--- config.mk ---
export PLATFORM = sky130hd
export DESIGN_NAME = sensor_array_input
export DESIGN_NICKNAME = d
export VERILOG_FILES = /design/src/rtl/sensor_pkg.sv /design/src/rtl/sensor_channel.sv /design/src/rtl/sensor_array_input.sv
export SDC_FILE = /design/constraint.sdc
export NUM_CORES = 1
export LEC_CHECK = 0
export ABC_AREA = 1
export CAP_MARGIN = 40
export CORE_MARGIN = 3
export CORE_UTILIZATION = 64
export DETAILED_ROUTE_END_ITERATION = 10
export HOLD_SLACK_MARGIN = 0.03
export PLACE_DENSITY = 0.86
export SYNTH_ARGS = -nofsm -noshare
export SYNTH_HDL_FRONTEND = slang
export SYNTH_SLANG_ARGS = --single-unit
--- constraint.sdc ---
create_clock -name clk -period 11.8 [get_ports clk]
set_clock_uncertainty 0.15 [all_clocks]
set_input_delay 1.77 -clock clk [delete_from_list [all_inputs] [get_ports clk]]
set_output_delay 1.77 -clock clk [all_outputs]
set_load 0.01 [all_outputs]
--- src/rtl/sensor_pkg.sv ---
// Shared definitions for the vehicle-detector front end: channel state
// encoding, default filter/watchdog limits and the counter packing helper.
package sensor_pkg;

  // Per-channel occupancy state
  typedef enum logic [1:0] {
    S_OFF   = 2'd0,
    S_ON    = 2'd1,
    S_FAULT = 2'd2
  } ch_state_e;

  // Default debounce threshold (commit after limit+1 mismatching cycles)
  localparam int unsigned DefFilterLimit = 10;

  // Default continuous-presence limit before a channel is declared stuck
  localparam int unsigned DefStuckLimit = 100000;

  // LSB of channel ch's counter inside the packed arrival_cnt bus
  function automatic int unsigned cnt_lsb(input int unsigned ch, input int unsigned cnt_w);
    return ch * cnt_w;
  endfunction

endpackage

--- src/rtl/sensor_channel.sv ---
// One detector channel: polarity normalisation, 2-flop synchroniser,
// debounce filter, OFF/ON/FAULT state machine with stuck-sensor watchdog,
// sticky service request and saturating arrival counter. Every output is
// driven straight from a flop.
module sensor_channel
  import sensor_pkg::*;
#(
  parameter logic        ActiveLow   = 1'b1,
  parameter int unsigned FilterLimit = DefFilterLimit,
  parameter int unsigned StuckLimit  = DefStuckLimit,
  parameter int unsigned CntW        = 8
) (
  input  logic            clk,
  input  logic            rst,
  input  logic            raw_i,
  input  logic            req_clr_i,
  input  logic            cnt_clr_i,
  output logic            present_o,
  output logic            pulse_o,
  output logic            request_o,
  output logic [CntW-1:0] cnt_o,
  output logic            fault_o
);

  localparam int unsigned DcntW  = (FilterLimit > 0) ? $clog2(FilterLimit + 1) : 1;
  localparam int unsigned TimerW = (StuckLimit > 0) ? $clog2(StuckLimit + 1) : 1;

  localparam logic [DcntW-1:0]  DcntMax    = DcntW'(FilterLimit);
  localparam logic [TimerW-1:0] TimerFault = TimerW'(StuckLimit - 1);
  localparam logic [TimerW-1:0] TimerMax   = TimerW'(StuckLimit);
  localparam logic [CntW-1:0]   CntMax     = '1;

  logic norm;
  logic sync1_q, sync2_q;

  logic             stable_q, stable_d;
  logic [DcntW-1:0] dcnt_q, dcnt_d;

  ch_state_e         state_q, state_d;
  logic [TimerW-1:0] timer_q, timer_d;
  logic              pulse_d;
  logic              fault_entry;

  logic            present_q, pulse_q, request_q, fault_q;
  logic            request_d;
  logic [CntW-1:0] cnt_q, cnt_d;

  // Polarity is fixed per channel, so flip before the synchroniser
  assign norm = raw_i ^ ActiveLow;

  // Two-flop synchroniser on the normalised input
  always_ff @(posedge clk or posedge rst) begin
    if (rst) begin
      sync1_q <= 1'b0;
      sync2_q <= 1'b0;
    end else begin
      sync1_q <= norm;
      sync2_q <= sync1_q;
    end
  end

  // Debounce: commit a change only after FilterLimit+1 consecutive mismatches
  always_comb begin
    stable_d = stable_q;
    dcnt_d   = '0;
    if (sync2_q != stable_q) begin
      if (dcnt_q == DcntMax) begin
        stable_d = sync2_q;
      end else begin
        dcnt_d = dcnt_q + DcntW'(1);
      end
    end
  end

  // Debounce state register
  always_ff @(posedge clk or posedge rst) begin
    if (rst) begin
      stable_q <= 1'b0;
      dcnt_q   <= '0;
    end else begin
      stable_q <= stable_d;
      dcnt_q   <= dcnt_d;
    end
  end

  // Occupancy FSM and stuck watchdog next-state
  always_comb begin
    state_d     = state_q;
    timer_d     = timer_q;
    pulse_d     = 1'b0;
    fault_entry = 1'b0;
    unique case (state_q)
      S_OFF: begin
        // In S_OFF stable is known low until it rises, so a level test is an edge test
        if (stable_q) begin
          state_d = S_ON;
          pulse_d = 1'b1;
          timer_d = '0;
        end
      end
      S_ON: begin
        if (!stable_q) begin
          state_d = S_OFF;
        end else if (timer_q == TimerFault) begin
          state_d     = S_FAULT;
          fault_entry = 1'b1;
        end else if (timer_q != TimerMax) begin
          timer_d = timer_q + TimerW'(1);
        end
      end
      S_FAULT: begin
        // Masked until the sensor actually releases; no arrival is reported
        if (!stable_q) begin
          state_d = S_OFF;
        end
      end
      default: begin
        state_d = S_OFF;
      end
    endcase
  end

  // FSM state and watchdog timer register
  always_ff @(posedge clk or posedge rst) begin
    if (rst) begin
      state_q <= S_OFF;
      timer_q <= '0;
    end else begin
      state_q <= state_d;
      timer_q <= timer_d;
    end
  end

  // Sticky request: fault entry beats a new arrival, which beats a clear
  always_comb begin
    request_d = request_q;
    if (req_clr_i) begin
      request_d = 1'b0;
    end
    if (pulse_d) begin
      request_d = 1'b1;
    end
    if (fault_entry) begin
      request_d = 1'b0;
    end
  end

  // Saturating arrival counter; a clear coincident with an arrival lands on 1
  always_comb begin
    cnt_d = cnt_q;
    if (cnt_clr_i) begin
      cnt_d = pulse_d ? CntW'(1) : '0;
    end else if (pulse_d && (cnt_q != CntMax)) begin
      cnt_d = cnt_q + CntW'(1);
    end
  end

  // Output registers, loaded from next-state so they track the FSM edge-for-edge
  always_ff @(posedge clk or posedge rst) begin
    if (rst) begin
      present_q <= 1'b0;
      pulse_q   <= 1'b0;
      request_q <= 1'b0;
      fault_q   <= 1'b0;
      cnt_q     <= '0;
    end else begin
      present_q <= (state_d == S_ON);
      pulse_q   <= pulse_d;
      request_q <= request_d;
      fault_q   <= (state_d == S_FAULT);
      cnt_q     <= cnt_d;
    end
  end

  assign present_o = present_q;
  assign pulse_o   = pulse_q;
  assign request_o = request_q;
  assign fault_o   = fault_q;
  assign cnt_o     = cnt_q;

endmodule

--- src/rtl/sensor_array_input.sv ---
// Multi-channel vehicle-detector front end: one sensor_channel per input,
// outputs gathered into per-channel bit vectors and a packed counter bus.
module sensor_array_input
  import sensor_pkg::*;
#(
  parameter int unsigned       N_CH            = 4,
  parameter logic [N_CH-1:0]   ACTIVE_LOW_MASK = {N_CH{1'b1}},
  parameter int unsigned       FILTER_LIMIT    = DefFilterLimit,
  parameter int unsigned       STUCK_LIMIT     = DefStuckLimit,
  parameter int unsigned       CNT_W           = 8
) (
  input  logic                  clk,
  input  logic                  rst,
  input  logic [N_CH-1:0]       sensor_raw,
  input  logic [N_CH-1:0]       req_clr,
  input  logic                  cnt_clr,
  output logic [N_CH-1:0]       present,
  output logic [N_CH-1:0]       arrival_pulse,
  output logic [N_CH-1:0]       request,
  output logic [N_CH*CNT_W-1:0] arrival_cnt,
  output logic [N_CH-1:0]       fault
);

  logic [CNT_W-1:0] cnt [N_CH];

  for (genvar i = 0; i < N_CH; i++) begin : g_ch
    sensor_channel #(
      .ActiveLow   (ACTIVE_LOW_MASK[i]),
      .FilterLimit (FILTER_LIMIT),
      .StuckLimit  (STUCK_LIMIT),
      .CntW        (CNT_W)
    ) u_ch (
      .clk       (clk),
      .rst       (rst),
      .raw_i     (sensor_raw[i]),
      .req_clr_i (req_clr[i]),
      .cnt_clr_i (cnt_clr),
      .present_o (present[i]),
      .pulse_o   (arrival_pulse[i]),
      .request_o (request[i]),
      .cnt_o     (cnt[i]),
      .fault_o   (fault[i])
    );
  end

  // Pack per-channel counters, channel i at [i*CNT_W +: CNT_W]
  always_comb begin
    arrival_cnt = '0;
    for (int unsigned i = 0; i < N_CH; i++) begin
      arrival_cnt[cnt_lsb(i, CNT_W) +: CNT_W] = cnt[i];
    end
  end

endmodule

==> metrics, run 1 <==
status completed; worst slack, placed ~7500 ps; Power Total approximately 0.0011 W; CP max-delay cell clkdlybuf4s50_1; gr ovfl total 0; Most Frequent Cell on Critical Path nand2_1; Slew Limit Fails 0; via density per instance around 5.5; gr usage total a little over a quarter; VDD IR max about 140 uV; Arr. time, crit path 4140 ps; final wirelength approximately 19000 um; worst skew pair latency 420 ps; commonest non-fill, non-tap cell in the layout nand2_1; Setup Crit Path Kind input pin to flop; Vert. Die Dim approximately 120 um; R2R depth 10; DR vias around 7700; Worst setup EP type flop; Setup Viol. Count Final 0; critical path's largest stage delay 800 ps; antenna cells 0; DR iter-0 viols approximately 650; CTS H-tree lvls 4; main area contributors after synthesis dfrtp_1 (44%), nand2_1 (16%), nor2_1 (7.2%); initial antenna violation count 0; Final Hold Fails 0; largest net degree at the start of global routing 79; ys flop type dfrtp_1; fin crit share about a third; Hold Crit Endpoint g_ch[3].u_ch.sync2_q$_DFF_PP0_; clock share of power 45.6%; CP Max Fanout 25; max cap viols 0; Max Freq around 250 MHz; Switch Pwr 0.000274 W; flop-to-flop setup slack ~9300 ps; clock slew at reported path FFs roughly 60 ps; Inserted Clock Buffers 17; Tmin final around 4000 ps; Final GP Congestion about 0.9; PwrDens approximately 120 mW/mm2; register area share after synthesis roughly 44%; WHS Path Cells 0; initial core utilization between 60% and 70%; drt drc 0; fill count ~980; most area-hungry cell type in the Yosys netlist dfrtp_1; root buf cell clkbuf_16; Final nets around 1200; Reg2Reg Launch Point g_ch[2].u_ch.timer_q[1]$_DFFE_PP0P_; Synth cell types 44; setup ws final a little under 8000 ps; R2R Path End g_ch[2].u_ch.timer_q[4]$_DFFE_PP0P_; worst slew pin tran 900 ps; Layout area overhead 13.5%; Int Pwr just under 0.0009 W; die footprint 0.0150 mm2; Synth top area share roughly 44%; die width 122 um; syn_nets 1199; Multi-input gate area about 0.0042 mm2; Combinational Power Share between 6 and 7%; Hold Crit Start g_ch[3].u_ch.sync1_q$_DFF_PP0_; number of global-route vias before repair between 7000 and 8000; ys async rst share between 90% and 100%; Max clock buf depth 2; Buffers on Ports 58; Routed Antenna Nets 0; global-route wire length before repair about 32000 um; Mapped Cells about 1200; YS warnings 0; Post-synth EDFFs 0; row count 41; Detailed Routing Iterations Pass 1 5; RSZ-0062 raised after global routing false; worst path cell trace clkdlybuf4s50_1, clkinv_1, nand2_1, inv_1, nand2_1, o21ai_0; # hold bufs at CTS 0; #FFs+latches synth between 150 and 200; slew margin rel. about 40%; Sw Ratio about a quarter; syn avg cell area about 7.4 um2; # IOs between 50 and 60; share of cells above drive strength 1 under 10%; CP Data Required Time between 10000 and 15000 ps; HP Class flop to flop; Setup crit start kind input pin; Routed wire per std cell 13.7 um; Seq. cell area between 0.003 and 0.004 mm2; post-CTS sizing 0; post-synthesis cell area ~0.0087 mm2; post-CTS setup buffers 0; leakage 4.39 nW; most frequent cells in the layout nand2_1 (368), nor2_1 (166), dfrtp_1 (152); clk sinks approximately 150; post-route setup TNS 0 ps; post-DP HPWL 12800 um; total core area between 0.01 and 0.015 mm2; TritonCTS clock tree built; sequential share of power approximately 48%
## per-layer routing
layer  global-route usage (%)  routed length, um  up-vias
met5                        0                  0        -
met4                     8.75                338        0
met3                     4.93                836       32
met2                     43.0               9310      230
met1                     36.3               8640     3605
li1                         -                  -     3806
## logic make-up (layout without fill, tap and decap cells)
kind of cell / count (synthesis) / after routing / share of synthesized area [%]
flops: 152 / 152 / 43.9
fa+ha+maj: 20 / 20 / 2.89
compound gates: 100 / 100 / 6.86
buf+inv: 151 / 207 / 7.97
xor+xnor: 30 / 30 / 3.03
simple gates: 715 / 715 / 35.4
## state kept, by name (all words and copies together) (netlist names), 8 cells and up
register,flops
g_ch.u_ch.timer_q,68
g_ch.u_ch.cnt_o,32
g_ch.u_ch.state_q,8
g_ch.u_ch.dcnt_q,16
## through the flow
step | utilization, % | hold slack [ps] | cells | instance area, um2
after CTS | 76.0 | 201 | 1396 | 9830
after floorplan | - | 181 | 1168 | 8660
after detailed placement | 71.6 | 187 | 1364 | 9250
after global placement | 71.2 | 181 | 1361 | 9210
final | 76.0 | 200 | 1396 | 9830
after global routing | 76.0 | 204 | 1396 | 9830
## cells in the mapped netlist (all sizes together), types with 3 or more instances
master,count
or2,5
nor3b,3
nand2,369
inv,111
ha,20
nand3b,8
nor2,177
nand3,100
nand4,32
clkbuf,6
o21ai,51
nor3,18
dfrtp,152
a31oi,3
xor2,25
a21boi,6
buf,33
a21oi,16
and2,3
o21bai,15
xnor2,5
## power groups by stage
stage / sequential, W / clock, W / combinational, W
after global placement: 0.000556 / 0 / 0.0000709
after CTS: 0.000549 / 0.000529 / 0.0000759
final: 0.000548 / 0.000524 / 0.0000750
after global routing: 0.000550 / 0.000552 / 0.0000849
after floorplan: 0.000555 / 0 / 0.0000525
after detailed placement: 0.000557 / 0 / 0.0000747
## final cells by class
class / count / share of cell area [%]
clock inverter: 11 / 0.993
inverter: 112 / 4.33
clock buffer: 21 / 4.89
tap: 172 / 2.19
sequential: 152 / 38.7
multi-input combinational: 865 / 42.4
timing repair buffer: 63 / 6.49
## how the worst max path moves through the flow
stage,endpoint,startpoint
3_3_place_gp,g_ch[2].u_ch.cnt_o[7]$_DFFE_PP0P_,cnt_clr
6_report,g_ch[2].u_ch.cnt_o[7]$_DFFE_PP0P_,cnt_clr
3_5_place_dp,g_ch[2].u_ch.cnt_o[7]$_DFFE_PP0P_,cnt_clr
5_1_grt,g_ch[2].u_ch.cnt_o[7]$_DFFE_PP0P_,cnt_clr
4_1_cts,g_ch[2].u_ch.cnt_o[7]$_DFFE_PP0P_,cnt_clr
2_1_floorplan,g_ch[0].u_ch.cnt_o[0]$_DFFE_PP0P_,rst
## worst max-delay path, delay by kind of cell
family	cells	cell delay [ps]
AND/OR/NAND/NOR	2	520
AO/OA/AOI/OAI	1	70
buffers and inverters	3	1770
No activity file was read; power rests on OpenSTA's default activity.
==> run 2: changes to the inputs <==
--- a/config.mk
+++ b/config.mk
@@ -8,10 +8,10 @@
 export ABC_AREA = 1
 export CAP_MARGIN = 40
 export CORE_MARGIN = 3
-export CORE_UTILIZATION = 64
+export CORE_UTILIZATION = 60
 export DETAILED_ROUTE_END_ITERATION = 10
 export HOLD_SLACK_MARGIN = 0.03
-export PLACE_DENSITY = 0.86
+export PLACE_DENSITY = 0.81
 export SYNTH_ARGS = -nofsm -noshare
 export SYNTH_HDL_FRONTEND = slang
 export SYNTH_SLANG_ARGS = --single-unit
==> constraint.sdc (replaced) <==
create_clock -name clk -period 3.85 [get_ports clk]
set_clock_uncertainty 0.15 [all_clocks]
set_input_delay 0.5775 -clock clk [delete_from_list [all_inputs] [get_ports clk]]
set_output_delay 0.5775 -clock clk [all_outputs]
set_load 0.01 [all_outputs]
==> run 2 against run 1 <==
Die area up 6.3%. Count of clock-buffer cells in the layout down 1. Sequential cell count unchanged. Cell count up 0.79%. First-iteration DRC count down 7.6%. Routed wire length down 7.4%. Critical path depth unchanged. Register-to-register slack worse by 7800 ps. Setup slack worse by 6300 ps. Total power rose to 3.2 times the previous value. Combinational power rose to 3.1 times the previous value. Highest routed layer unchanged.
==> metrics, run 2 (same netlist as run 1, synthesis figures left out) <==
most frequent cells in the layout nand2_1 (368), nor2_1 (166), dfrtp_1 (152); # hold bufs at CTS 0; CP Data Required Time 4010 ps; Layout area overhead 14.6%; final wirelength between 15000 and 20000 um; clock slew at reported path FFs 60 ps; Final Hold Fails 0; leakage 4.43 nW; worst slew pin tran around 860 ps; Setup Crit Path Kind input pin to flop; CP Max Fanout 14; Setup crit start kind input pin; initial core utilization between 60 and 70%; sequential share of power between 40% and 50%; DR vias around 7400; commonest non-fill, non-tap cell in the layout nand2_1; Worst setup EP type flop; Setup Viol. Count Final 0; post-DP HPWL approximately 13000 um; Inserted Clock Buffers 17; RSZ-0062 raised after global routing false; post-route setup TNS 0 ps; number of global-route vias before repair 7062; gr usage total 23.7%; row count between 40 and 50; Vert. Die Dim between 100 and 150 um; Switch Pwr about 0.00083 W; Power Total between 0.003 and 0.004 W; Sw Ratio roughly 23%; Final Non-Filler Cells between 1000 and 1500; status completed; global-route wire length before repair approximately 32000 um; max reg flops 68; die footprint approximately 0.016 mm2; Max Freq about 420 MHz; Slew Limit Fails 0; clk sinks 152; gr ovfl total 0; HP Class flop to flop; die width between 100 and 150 um; max cap viols 0; initial antenna violation count 0; slew margin rel. a little over two fifths; fin crit share between 60 and 70%; Detailed Routing Iterations Pass 1 6; share of cells above drive strength 1 around 5.5%; root buf cell clkbuf_16; largest net degree at the start of global routing between 50 and 60; DR iter-0 viols just under 600; Max clock buf depth 2; drt drc 0; Int Pwr around 0.0028 W; Tmin final 2370 ps; total core area between 0.01 and 0.015 mm2; Buffers on Ports between 50 and 60; VDD IR max between 300 and 400 uV; via density per instance approximately 5.3; Routed wire per std cell ~13 um; Combinational Power Share 6.3%; Final GP Congestion 0.908; post-CTS sizing 0; Arr. time, crit path about 2500 ps; TritonCTS clock tree built; DP Cell Count between 1000 and 1500; PwrDens between 300 and 400 mW/mm2; clock share of power between 40% and 50%; Final nets approximately 1200; worst skew pair latency ~420 ps; post-CTS setup buffers 0; Routed Antenna Nets 0; # IOs 59; antenna cells 0; CTS H-tree lvls 4; Top reg by flops g_ch.u_ch.timer_q; fill count about 1100
-- run 2: changes by cell type in the layout (fill, tap and decap cells not counted), sizes merged --
cell / previous run / this run
buf: 5 / 8
bufinv: 1 / 4
clkbuf: 21 / 20
clkinv: 7 / 5
clkinvlp: 4 / 5
inv: 111 / 110
-- run 2: layout make-up --
cell class                 count  area (um2)  area share [%]
multi-input combinational    865        4170            42.0
sequential                   152        3800            38.3
timing repair buffer          66         673            6.78
clock buffer                  20         457            4.60
inverter                     112         424            4.27
tap                          180         225            2.27
clock inverter                12         174            1.75
-- run 2: metal layers --
metal | track usage, % | vias up | routed length (um)
met5 | 0 | - | 0
met4 | 7.07 | 0 | 242
met3 | 5.39 | 24 | 671
met2 | 38.9 | 130 | 8480
met1 | 31.5 | 3459 | 8320
li1 | - | 3811 | -
-- run 2: worst max-delay path: stages --
cell	delay (ps)
clkdlybuf4s50_1	820
clkinv_1	510
nand2_1	290
inv_1	160
nand2_1	100
nand2_1	60
-- run 2: power by group through the flow --
stage | clock, W | sequential, W | combinational, W
after floorplan | 0 | 0.00170 | 0.000161
after global placement | 0 | 0.00171 | 0.000225
after detailed placement | 0 | 0.00171 | 0.000230
after CTS | 0.00178 | 0.00168 | 0.000232
after global routing | 0.00186 | 0.00168 | 0.000263
final | 0.00176 | 0.00168 | 0.000231
-- run 2: final timing paths --
kind	from	to	slack [ps]	cells after the start
setup reg to reg	g_ch[3].u_ch.timer_q[1]$_DFFE_PP0P_	g_ch[3].u_ch.timer_q[4]$_DFFE_PP0P_	1490	10
min in group asynchronous	rst	g_ch[3].u_ch.timer_q[7]$_DFFE_PP0P_	440	2
max in group asynchronous	rst	g_ch[3].u_ch.state_q[0]$_DFF_PP0_	2390	3
hold reg to reg	g_ch[0].u_ch.sync1_q$_DFF_PP0_	g_ch[0].u_ch.sync2_q$_DFF_PP0_	190	0
hold / removal	g_ch[0].u_ch.sync1_q$_DFF_PP0_	g_ch[0].u_ch.sync2_q$_DFF_PP0_	190	0
setup / recovery	cnt_clr	g_ch[2].u_ch.cnt_o[3]$_DFFE_PP0P_	1480	6
-- run 2: through the flow --
step / util, % / hold WS, ps / setup slack (ps) / cell area [um2]
floorplan: - / 181 / 1210 / 8670
global placement: 66.2 / 184 / 1110 / 9270
detailed placement: 66.4 / 185 / 1050 / 9280
CTS: 70.9 / 198 / 1460 / 9910
global route: 71.0 / 200 / 1200 / 9930
finish: 71.0 / 194 / 1480 / 9930
